### config.mk
export PLATFORM = sky130hd
export DESIGN_NAME = wbx_arbiter2
export DESIGN_NICKNAME = d
export VERILOG_FILES = /design/src/rtl/wbx_arbiter2.sv
export SDC_FILE = /design/constraint.sdc
export NUM_CORES = 1
export LEC_CHECK = 0
export BUFFER_PORTS_ARGS = -buffer_cell sky130_fd_sc_hd__buf_4
export CAP_MARGIN = 20
export CORE_AREA = 2 2 105 107
export CTS_BUF_LIST = sky130_fd_sc_hd__clkbuf_16
export CTS_CLUSTER_DIAMETER = 30
export DETAILED_ROUTE_END_ITERATION = 10
export DIE_AREA = 0 0 107 109
export MAX_ROUTING_LAYER = met4
export PLACE_DENSITY = 0.63
export SKIP_LAST_GASP = 1
export SYNTH_ARGS = -nofsm -noshare
export SYNTH_HDL_FRONTEND = slang
export SYNTH_SLANG_ARGS = --single-unit
### constraint.sdc
create_clock -name wb_clk_i -period 4.48 [get_ports wb_clk_i]
set_input_delay 0.896 -clock wb_clk_i [delete_from_list [all_inputs] [get_ports wb_clk_i]]
set_output_delay 0.896 -clock wb_clk_i [all_outputs]
set_load 0.05 [all_outputs]
### src/rtl/wbx_arbiter2.sv
// wbx_arbiter2: round-robin arbiter that lets two Wishbone B4 pipelined masters
// share one master port. A grant lasts for a whole CYC frame. ACK, stall and read
// data are routed back to the current owner only. A watchdog releases an owner
// that has stopped making progress.
module wbx_arbiter2 #(
  parameter int unsigned ADR_W   = 16,
  parameter int unsigned DAT_W   = 32,
  parameter int unsigned TIMEOUT = 256,
  parameter int unsigned OUT_W   = 4
) (
  input  logic               wb_clk_i,
  input  logic               wb_rst_n_i,
  // master 0
  input  logic               m0_cyc_i,
  input  logic               m0_stb_i,
  input  logic               m0_we_i,
  input  logic [ADR_W-1:0]   m0_adr_i,
  input  logic [DAT_W/8-1:0] m0_sel_i,
  input  logic [DAT_W-1:0]   m0_dat_i,
  output logic [DAT_W-1:0]   m0_dat_o,
  output logic               m0_stall_o,
  output logic               m0_ack_o,
  // master 1
  input  logic               m1_cyc_i,
  input  logic               m1_stb_i,
  input  logic               m1_we_i,
  input  logic [ADR_W-1:0]   m1_adr_i,
  input  logic [DAT_W/8-1:0] m1_sel_i,
  input  logic [DAT_W-1:0]   m1_dat_i,
  output logic [DAT_W-1:0]   m1_dat_o,
  output logic               m1_stall_o,
  output logic               m1_ack_o,
  // shared port towards the interconnect
  output logic               wbm_cyc_o,
  output logic               wbm_stb_o,
  output logic               wbm_we_o,
  output logic [ADR_W-1:0]   wbm_adr_o,
  output logic [DAT_W/8-1:0] wbm_sel_o,
  output logic [DAT_W-1:0]   wbm_dat_o,
  input  logic [DAT_W-1:0]   wbm_dat_i,
  input  logic               wbm_stall_i,
  input  logic               wbm_ack_i,
  // forced-release indication
  output logic               timeout_o
);

  localparam int unsigned WD_W = (TIMEOUT > 1) ? $clog2(TIMEOUT) : 1;
  localparam logic [WD_W-1:0] WD_LAST = WD_W'(TIMEOUT - 1);

  typedef enum logic [1:0] {
    IDLE = 2'd0,
    GNT0 = 2'd1,
    GNT1 = 2'd2
  } state_e;

  state_e            state_q, state_d;
  logic              last_q, last_d;
  logic [OUT_W-1:0]  out_q, out_d;
  logic [WD_W-1:0]   wdog_q, wdog_d;
  logic              timeout_q, timeout_d;

  // owner-relative view of the bus
  logic own_cyc;
  logic own_stb;
  logic other_cyc;
  logic accept;
  logic ack;
  logic wd_active;
  logic wd_expire;

  // Reduce the two request sets to "owner" and "other" for the current grant.
  always_comb begin
    own_cyc   = 1'b0;
    own_stb   = 1'b0;
    other_cyc = 1'b0;
    case (state_q)
      GNT0: begin
        own_cyc   = m0_cyc_i;
        own_stb   = m0_stb_i;
        other_cyc = m1_cyc_i;
      end
      GNT1: begin
        own_cyc   = m1_cyc_i;
        own_stb   = m1_stb_i;
        other_cyc = m0_cyc_i;
      end
      default: begin
        own_cyc   = 1'b0;
        own_stb   = 1'b0;
        other_cyc = 1'b0;
      end
    endcase
    accept    = own_cyc & own_stb & ~wbm_stall_i;
    ack       = own_cyc & wbm_ack_i;
    // the watchdog runs only while something is pending and nothing moved this cycle
    wd_active = own_cyc & ((out_q != '0) | own_stb);
    wd_expire = wd_active & ~accept & ~ack & (wdog_q == WD_LAST);
  end

  // FSM state register.
  always_ff @(posedge wb_clk_i or negedge wb_rst_n_i) begin
    if (!wb_rst_n_i) begin
      state_q <= IDLE;
    end else begin
      state_q <= state_d;
    end
  end

  // Next-state: frame-level grant, direct handoff on release or watchdog expiry.
  always_comb begin
    state_d = state_q;
    case (state_q)
      IDLE: begin
        if (m0_cyc_i && m1_cyc_i) begin
          state_d = last_q ? GNT0 : GNT1;
        end else if (m0_cyc_i) begin
          state_d = GNT0;
        end else if (m1_cyc_i) begin
          state_d = GNT1;
        end
      end
      GNT0: begin
        if (!m0_cyc_i || wd_expire) begin
          state_d = m1_cyc_i ? GNT1 : IDLE;
        end
      end
      GNT1: begin
        if (!m1_cyc_i || wd_expire) begin
          state_d = m0_cyc_i ? GNT0 : IDLE;
        end
      end
      default: state_d = IDLE;
    endcase
  end

  // Next values of the round-robin pointer, outstanding counter and watchdog.
  always_comb begin
    last_d    = last_q;
    out_d     = out_q;
    wdog_d    = wdog_q;
    timeout_d = 1'b0;

    if (state_d == GNT0 && state_q != GNT0) begin
      last_d = 1'b0;
    end else if (state_d == GNT1 && state_q != GNT1) begin
      last_d = 1'b1;
    end

    if (!own_cyc) begin
      // idle or normal release: nothing can be pending for the next owner
      out_d  = '0;
      wdog_d = '0;
    end else if (wd_expire) begin
      timeout_d = 1'b1;
      out_d     = '0;
      wdog_d    = '0;
    end else begin
      if (accept && !ack && out_q != '1) begin
        out_d = out_q + OUT_W'(1);
      end else if (ack && !accept && out_q != '0) begin
        out_d = out_q - OUT_W'(1);
      end

      if (accept || ack) begin
        wdog_d = '0;
      end else if (wd_active) begin
        wdog_d = wdog_q + WD_W'(1);
      end else begin
        wdog_d = '0;
      end
    end
  end

  // Datapath registers.
  always_ff @(posedge wb_clk_i or negedge wb_rst_n_i) begin
    if (!wb_rst_n_i) begin
      last_q    <= 1'b1;
      out_q     <= '0;
      wdog_q    <= '0;
      timeout_q <= 1'b0;
    end else begin
      last_q    <= last_d;
      out_q     <= out_d;
      wdog_q    <= wdog_d;
      timeout_q <= timeout_d;
    end
  end

  // Output mux: the owner drives the shared port and sees the slave responses.
  always_comb begin
    wbm_cyc_o  = 1'b0;
    wbm_stb_o  = 1'b0;
    wbm_we_o   = 1'b0;
    wbm_adr_o  = '0;
    wbm_sel_o  = '0;
    wbm_dat_o  = '0;
    m0_dat_o   = '0;
    m0_stall_o = 1'b1;
    m0_ack_o   = 1'b0;
    m1_dat_o   = '0;
    m1_stall_o = 1'b1;
    m1_ack_o   = 1'b0;
    case (state_q)
      GNT0: begin
        wbm_cyc_o  = m0_cyc_i;
        wbm_stb_o  = m0_stb_i;
        wbm_we_o   = m0_we_i;
        wbm_adr_o  = m0_adr_i;
        wbm_sel_o  = m0_sel_i;
        wbm_dat_o  = m0_dat_i;
        m0_dat_o   = wbm_dat_i;
        m0_stall_o = wbm_stall_i;
        m0_ack_o   = wbm_ack_i;
      end
      GNT1: begin
        wbm_cyc_o  = m1_cyc_i;
        wbm_stb_o  = m1_stb_i;
        wbm_we_o   = m1_we_i;
        wbm_adr_o  = m1_adr_i;
        wbm_sel_o  = m1_sel_i;
        wbm_dat_o  = m1_dat_i;
        m1_dat_o   = wbm_dat_i;
        m1_stall_o = wbm_stall_i;
        m1_ack_o   = wbm_ack_i;
      end
      default: begin
        wbm_cyc_o = 1'b0;
      end
    endcase
    timeout_o = timeout_q;
  end

endmodule

==> flow_summary.yaml, run 1 <==
sta:
  tns_ns: 0
  setup_violations: 0
  rsz0062_at_grt: "false"
  setup_ws_ns: 1.28
  tightest_slew_ns: 0.559
  period_share_pct: 71.4
  fmax_mhz: 312
  finalMaxSlewViolations: 0
  timing.hold.ws_ns: 0.498
  relSlewSlack_pct: 62.7
  period_needed_ns: 3.20
  skew_ns: 0.00165
  final-hold-violation-count: 0
final_layout:
  multi_input_area_sq_um: 1770
  drive_gt1_share_pct: 53.8
  area_delta_synth_final_pct: 95.2
  final_cell_mix: "buf_4, and2_1, nor2b_1, a22oi_1, dfrtp_1"
  nFillCells: 1036
  ff_latch_area_sq_um: 402
  nets: 709
  final_common_cell: "buf_4"
critical_path:
  r2r_cells: 11
  crit_path_max_fanout: 32
  r2r_end: "out_q[3]$_DFFE_PN0P_"
  r2r_slack_ns: 1.43
  cp-end-kind: "output pin"
  worstSetupStartpointType: "register"
  worst_ep_arrival_time_ns: 2.30
  criticalPathCategory: "register to output pin"
  r2r-start: "state_q[1]$_DFF_PN0_"
  crit_required_ns: 3.58
clocking:
  cts_buffer_depth: 2
  post_cts_buffers: 0
  cts.hold.buffers_added: 0
  cts_tree: "yes"
  cts_buffers: 3
  cts_root_buf: "clkbuf_16"
  clk_pin_slew_ns: 0.05
  ctsResizeCount: 0
  h-tree-depth: 1
  clock_latency_ns: 0.25
  cts_sinks: 16
drt:
  vias: 3218
  drc: 0
  wl_per_cell_um: 16.0
  ant_nets: 0
  drt_iter0_markers: 178
  wirelength_mm: 11.2
  viasPerCell: 4.62
  dr.pass1.iters: 4
synth:
  ys_warn_count: 0
  ys_seq_elements: 16
  synth_edf_count: 0
  syn_area_sq_um: 2320
  syn_nets: 457
  netlist_instances: 303
  synthArstFlopShare_pct: 100
  postSynthAreaPerCell_sq_um: 7.65
  ys.flop_type: "dfrtp_1"
  ys_seq_area_share_pct: 17.3
  synthDistinctLibCells: 50
placement:
  io_buffers: 269
  place_congestion: 0.821
  dp.final_hpwl_mm: 9.10
  place_ws_ns: 1.48
global_routing:
  grt_remaining_overflow: 0
  grt_start_max_net_pins: 55
  track_usage_pct: 17.4
  grt_pass1_vias: 2917
  grt_pass1_wl_mm: 15.9
  grt_antenna_before_repair: 3
floorplan:
  ioPinCount: 270
  start_util_pct: 21.9
  core.rowCount: 38
  die_h_um: 109
  die-area_sq_um: 11700
  die_width_um: 107
  core_area_sq_um: 10600
power:
  power_density_nw_per_um2: 643
  finalPower_uw: 2910
  p_leak_uw: 0.00223
  ir_drop_mv: 0.388
outcome:
  status: "finished, final reports clean"
worst_hold_path:
  hp-class: "primary input to asynchronous set/reset pin"
job:
  maxCapViolCount: 0
==> cell usage after synthesis, types with 2 or more instances <==
cell type	count	area share [%]
nand2b_1	2	0.54
nor2b_1	54	15
inv_1	8	1.3
ha_1	7	3.8
xor2_1	5	1.9
xnor2_1	3	1.1
buf_1	3	0.49
nand2_1	5	0.81
clkbuf_1	22	3.6
nand4_1	2	0.54
nor2_1	6	0.97
a21oi_1	4	0.86
a22oi_1	54	17
a41oi_1	2	0.76
dfrtp_1	15	16
nor2_2	7	1.9
nand3_1	4	0.86
a22o_1	2	0.76
and2_1	66	18
o21a_1	2	0.65
==> how the worst max path moves through the flow <==
stage	slack, ns	startpoint	to
floorplan	1.50	state_q[0]$_DFF_PN0_	wbm_dat_o[2]
CTS	1.29	state_q[1]$_DFF_PN0_	wbm_dat_o[26]
global placement	1.58	state_q[1]$_DFF_PN0_	wbm_dat_o[4]
detailed placement	1.48	state_q[0]$_DFF_PN0_	out_q[3]$_DFFE_PN0P_
global route	1.11	state_q[1]$_DFF_PN0_	wbm_dat_o[11]
finish	1.28	state_q[1]$_DFF_PN0_	wbm_dat_o[26]
==> sequential cells by signal (all words and copies together) (netlist names) <==
register / flops
last_q: 1
wdog_q: 8
out_q: 4
state_q: 2
timeout_o: 1
==> routing by layer <==
metal / global-route usage [%] / routed length, um / vias to the layer above
li1: - / - / 1565
met1: 22.0 / 4550 / 1501
met2: 29.8 / 5610 / 147
met3: 3.77 / 941 / 5
met4: 1.67 / 54 / 0
met5: - / 0 / -
==> cell families after synthesis <==
| kind of cell | after synthesis | share of synthesized area, % |
|---|---|---|
| flip-flops | 16 | 17.3 |
| AND/OR/NAND/NOR | 157 | 41.8 |
| AO/OA/AOI/OAI | 76 | 25.0 |
| multiplexers | 3 | 1.89 |
| XOR/XNOR | 8 | 3.02 |
| buffers and inverters | 35 | 6.32 |
| adder cells (fa/ha/maj) | 8 | 4.64 |
==> layout make-up <==
cell class | instances | area share (%)
tap | 140 | 3.87
inverter | 8 | 0.664
clock buffer | 3 | 1.66
timing repair buffer | 274 | 45.5
multi-input combinational | 252 | 39.2
sequential | 16 | 8.88
antenna | 3 | 0.166
clock inverter | 1 | 0.0830
==> per-stage QoR <==
| step | cells | utilization (%) | instance area, sq um |
|---|---|---|---|
| 3_5_place_dp | 690 | 41.9 | 4440 |
| 6_report | 697 | 42.7 | 4520 |
| 4_1_cts | 694 | 42.6 | 4520 |
| 5_1_grt | 697 | 42.7 | 4520 |
| 3_3_place_gp | 690 | 41.9 | 4440 |
| 2_1_floorplan | 303 | - | 2320 |
==> critical path, cell delays in order (launching register included) <==
cell	delay [ns]
dfrtp_1	0.42
inv_1	0.10
ha_2	0.55
buf_4	0.44
a22oi_1	0.15
nor2b_1	0.16
buf_4	0.22
==> power breakdown <==
group          switching [uW]  internal, uW  total [uW]
clock network            57.5           119         176
registers                16.5           162         179
logic                    1720           834        2550
total                    1790          1110        2910
(Power assumes the default switching activity.)
==> inputs of run 2 (changes only) <==
Settings changed: ABC_AREA from default to 1, PLACE_DENSITY 0.63 to 0.65.
Clock period 4.48 ns to 2.9 ns, I/O delays scaled along.
==> flow_summary.yaml, run 2 <==
outcome:
  status: "finished, final reports clean"
sta:
  period_needed_ns: 2.59
  tightest_slew_ns: 0.527
  tns_ns: 0
  period_share_pct: 89.2
  skew_ns: 0.00208
  final-hold-violation-count: 0
  finalMaxSlewViolations: 0
  rsz0062_at_grt: "false"
  relSlewSlack_pct: 64.9
  setup_violations: 0
  fmax_mhz: 387
critical_path:
  criticalPathCategory: "register to output pin"
  worst_ep_arrival_time_ns: 2.01
  cp-end-kind: "output pin"
  worstSetupStartpointType: "register"
  r2r-start: "state_q[1]$_DFF_PN0_"
  r2r_end: "out_q[3]$_DFFE_PN0P_"
  path_depth: 6
  path_cells: "inv_1, ha_2, buf_4, nand2_1, a21oi_1, buf_4"
  slowest_delay_ns: 0.44
  crit_required_ns: 2.32
  r2r_cells: 15
  r2r_slack_ns: 0.55
  slowest_stage: "buf_4"
  critPathTopFamily: "buffers and inverters"
  timing.critical_path.mode_cell: "buf_4"
  crit_path_max_fanout: 51
  critPathBufInv: 3
floorplan:
  core_area_sq_um: 10600
  ioPinCount: 270
  core.rowCount: 38
  start_util_pct: 21.7
  die_h_um: 109
  die_width_um: 107
  die-area_sq_um: 11700
clocking:
  h-tree-depth: 1
  clk_pin_slew_ns: 0.05
  cts_buffers: 3
  cts.hold.buffers_added: 0
  cts_root_buf: "clkbuf_16"
  cts_buffer_depth: 2
  post_cts_buffers: 0
  clock_latency_ns: 0.25
  ctsResizeCount: 0
  cts_tree: "yes"
  cts_sinks: 16
worst_hold_path:
  hp-class: "primary input to asynchronous set/reset pin"
synth:
  synth_area_leaders: "nand2_1, dfrtp_1, inv_1, a21oi_1, ha_1"
  netlist_instances: 452
  synth_most_common_cell: "nand2_1"
  ys_seq_area_share_pct: 17.5
  syn_nets: 606
  syn_area_sq_um: 2300
  postSynthAreaPerCell_sq_um: 5.09
  synth_top_area_share_pct: 33.8
  synthDistinctLibCells: 27
  ys_seq_elements: 16
  ys_warn_count: 0
  ys.flop_type: "dfrtp_1"
  synthArstFlopShare_pct: 100
  synth_common_cells: "nand2_1, inv_1, a21oi_1"
  synth_edf_count: 0
  synth_top_area_cell: "nand2_1"
drt:
  dr.pass1.iters: 4
  wirelength_mm: 10.5
  wl_per_cell_um: 12.5
  drc: 0
  drt_iter0_markers: 280
  viasPerCell: 4.26
  ant_nets: 0
  vias: 3603
final_layout:
  diodes: 0
  fin_util_pct: 42.7
  nets: 860
  reg_top3: "wdog_q (8), out_q (4), state_q (2)"
  final_common_cell: "buf_4"
  largest_reg_flops: 8
  final_cell_mix: "buf_4, nand2_1, inv_1, a21oi_1, nor2_1"
  nFillCells: 1092
  stdcell_count: 845
  design_area_sq_um: 4530
  drive_gt1_share_pct: 40.9
  top_register: "wdog_q"
  area_delta_synth_final_pct: 96.8
power:
  clkPwrFrac_pct: 5.9
  power_density_nw_per_um2: 991
  internal_power_uw: 1530
  power_frac_comb_pct: 87.7
  power_switching_uw: 2960
  ir_drop_mv: 0.517
  finalPower_uw: 4490
  p_leak_uw: 0.00285
  seqPwrFrac_pct: 6.4
  p_sw_share_pct: 66.0
job:
  maxCapViolCount: 0
global_routing:
  grt_start_max_net_pins: 52
  grt_pass1_wl_mm: 15.2
  track_usage_pct: 16.6
  grt_remaining_overflow: 0
  grt_pass1_vias: 3125
  grt_antenna_before_repair: 0
placement:
  io_buffers: 269
  dp.final_hpwl_mm: 8.76
  place_inst: 841
  placed_cell_area_sq_um: 4450
  place_congestion: 0.908
-- run 2: cell types whose count changed after synthesis, moves of 3 or more --
cell      delta
a21oi_1     +56
a22oi_1     -54
and2_1      -66
clkbuf_1     -4
inv_1       +77
inv_2        +3
nand2_1    +202
nand3_1      +5
nor2_1      +11
nor2_2       -6
nor2b_1     -54
xnor2_1      -3
-- run 2: kinds of logic (layout without fill, tap and decap cells) --
group / count (synthesis) / count (layout) / share of synthesized area [%]
AND/OR/NAND/NOR: 245 / 245 / 42.7
flip-flops: 16 / 16 / 17.5
buffers and inverters: 113 / 366 / 18.8
XOR/XNOR: 6 / 6 / 2.28
AO/OA/AOI/OAI: 64 / 64 / 14.1
adder cells (fa/ha/maj): 8 / 8 / 4.68
-- run 2: area by class of cell --
cell class / instances / area [sq um] / area share, %
well taps: 140 / 175 / 3.87
flip-flops and latches: 16 / 402 / 8.87
multi-input cells: 323 / 1470 / 32.5
clock inverters: 1 / 3.75 / 0.0829
repair buffers: 274 / 2070 / 45.7
clock buffers: 3 / 75.1 / 1.66
inverters: 88 / 330 / 7.29
-- run 2: worst max-delay path by stage --
stage / start / end / slack, ns
after global routing: state_q[0]$_DFF_PN0_ / wbm_sel_o[1] / 0.17
after floorplan: state_q[0]$_DFF_PN0_ / wbm_adr_o[0] / 0.42
after global placement: state_q[1]$_DFF_PN0_ / wbm_sel_o[1] / 0.58
after detailed placement: state_q[1]$_DFF_PN0_ / wbm_sel_o[1] / 0.52
final: state_q[1]$_DFF_PN0_ / wbm_sel_o[1] / 0.31
after CTS: state_q[1]$_DFF_PN0_ / wbm_sel_o[1] / 0.27
-- run 2: per-stage QoR --
| stage | setup slack (ns) | hold WS (ns) |
|---|---|---|
| floorplan | 0.421 | 0.284 |
| global placement | 0.579 | 0.451 |
| detailed placement | 0.521 | 0.451 |
| CTS | 0.267 | 0.188 |
| global route | 0.173 | 0.192 |
| finish | 0.314 | 0.185 |
-- run 2: metal layers --
| metal | vias up | share of wire, % | global-route usage, % |
|---|---|---|---|
| li1 | 1848 | - | - |
| met1 | 1566 | 39 | 19.7 |
| met2 | 175 | 51 | 29.4 |
| met3 | 14 | 8.5 | 3.11 |
| met4 | 0 | 1.6 | 3.62 |
| met5 | - | 0 | - |
-- run 2: worst register-to-register path, stage by stage, from the launching register on --
cell and delay, ns:
dfrtp_1 0.40, inv_1 0.12, ha_2 0.22, nand2_1 0.09
nand2_1 0.09, nand2_2 0.08, inv_2 0.09, nand2_1 0.06
inv_1 0.07, nand3_2 0.09, ha_1 0.34, a21oi_1 0.17
nand2_1 0.08, xor2_1 0.16, nand2_1 0.08, o211ai_1 0.11
-- run 2: power groups by stage --
stage / sequential [uW] / combinational [uW] / clock [uW]
floorplan: 280 / 2750 / 0
global placement: 286 / 3930 / 0
detailed placement: 288 / 3960 / 0
CTS: 284 / 3970 / 273
global route: 289 / 4190 / 285
finish: 286 / 3940 / 267
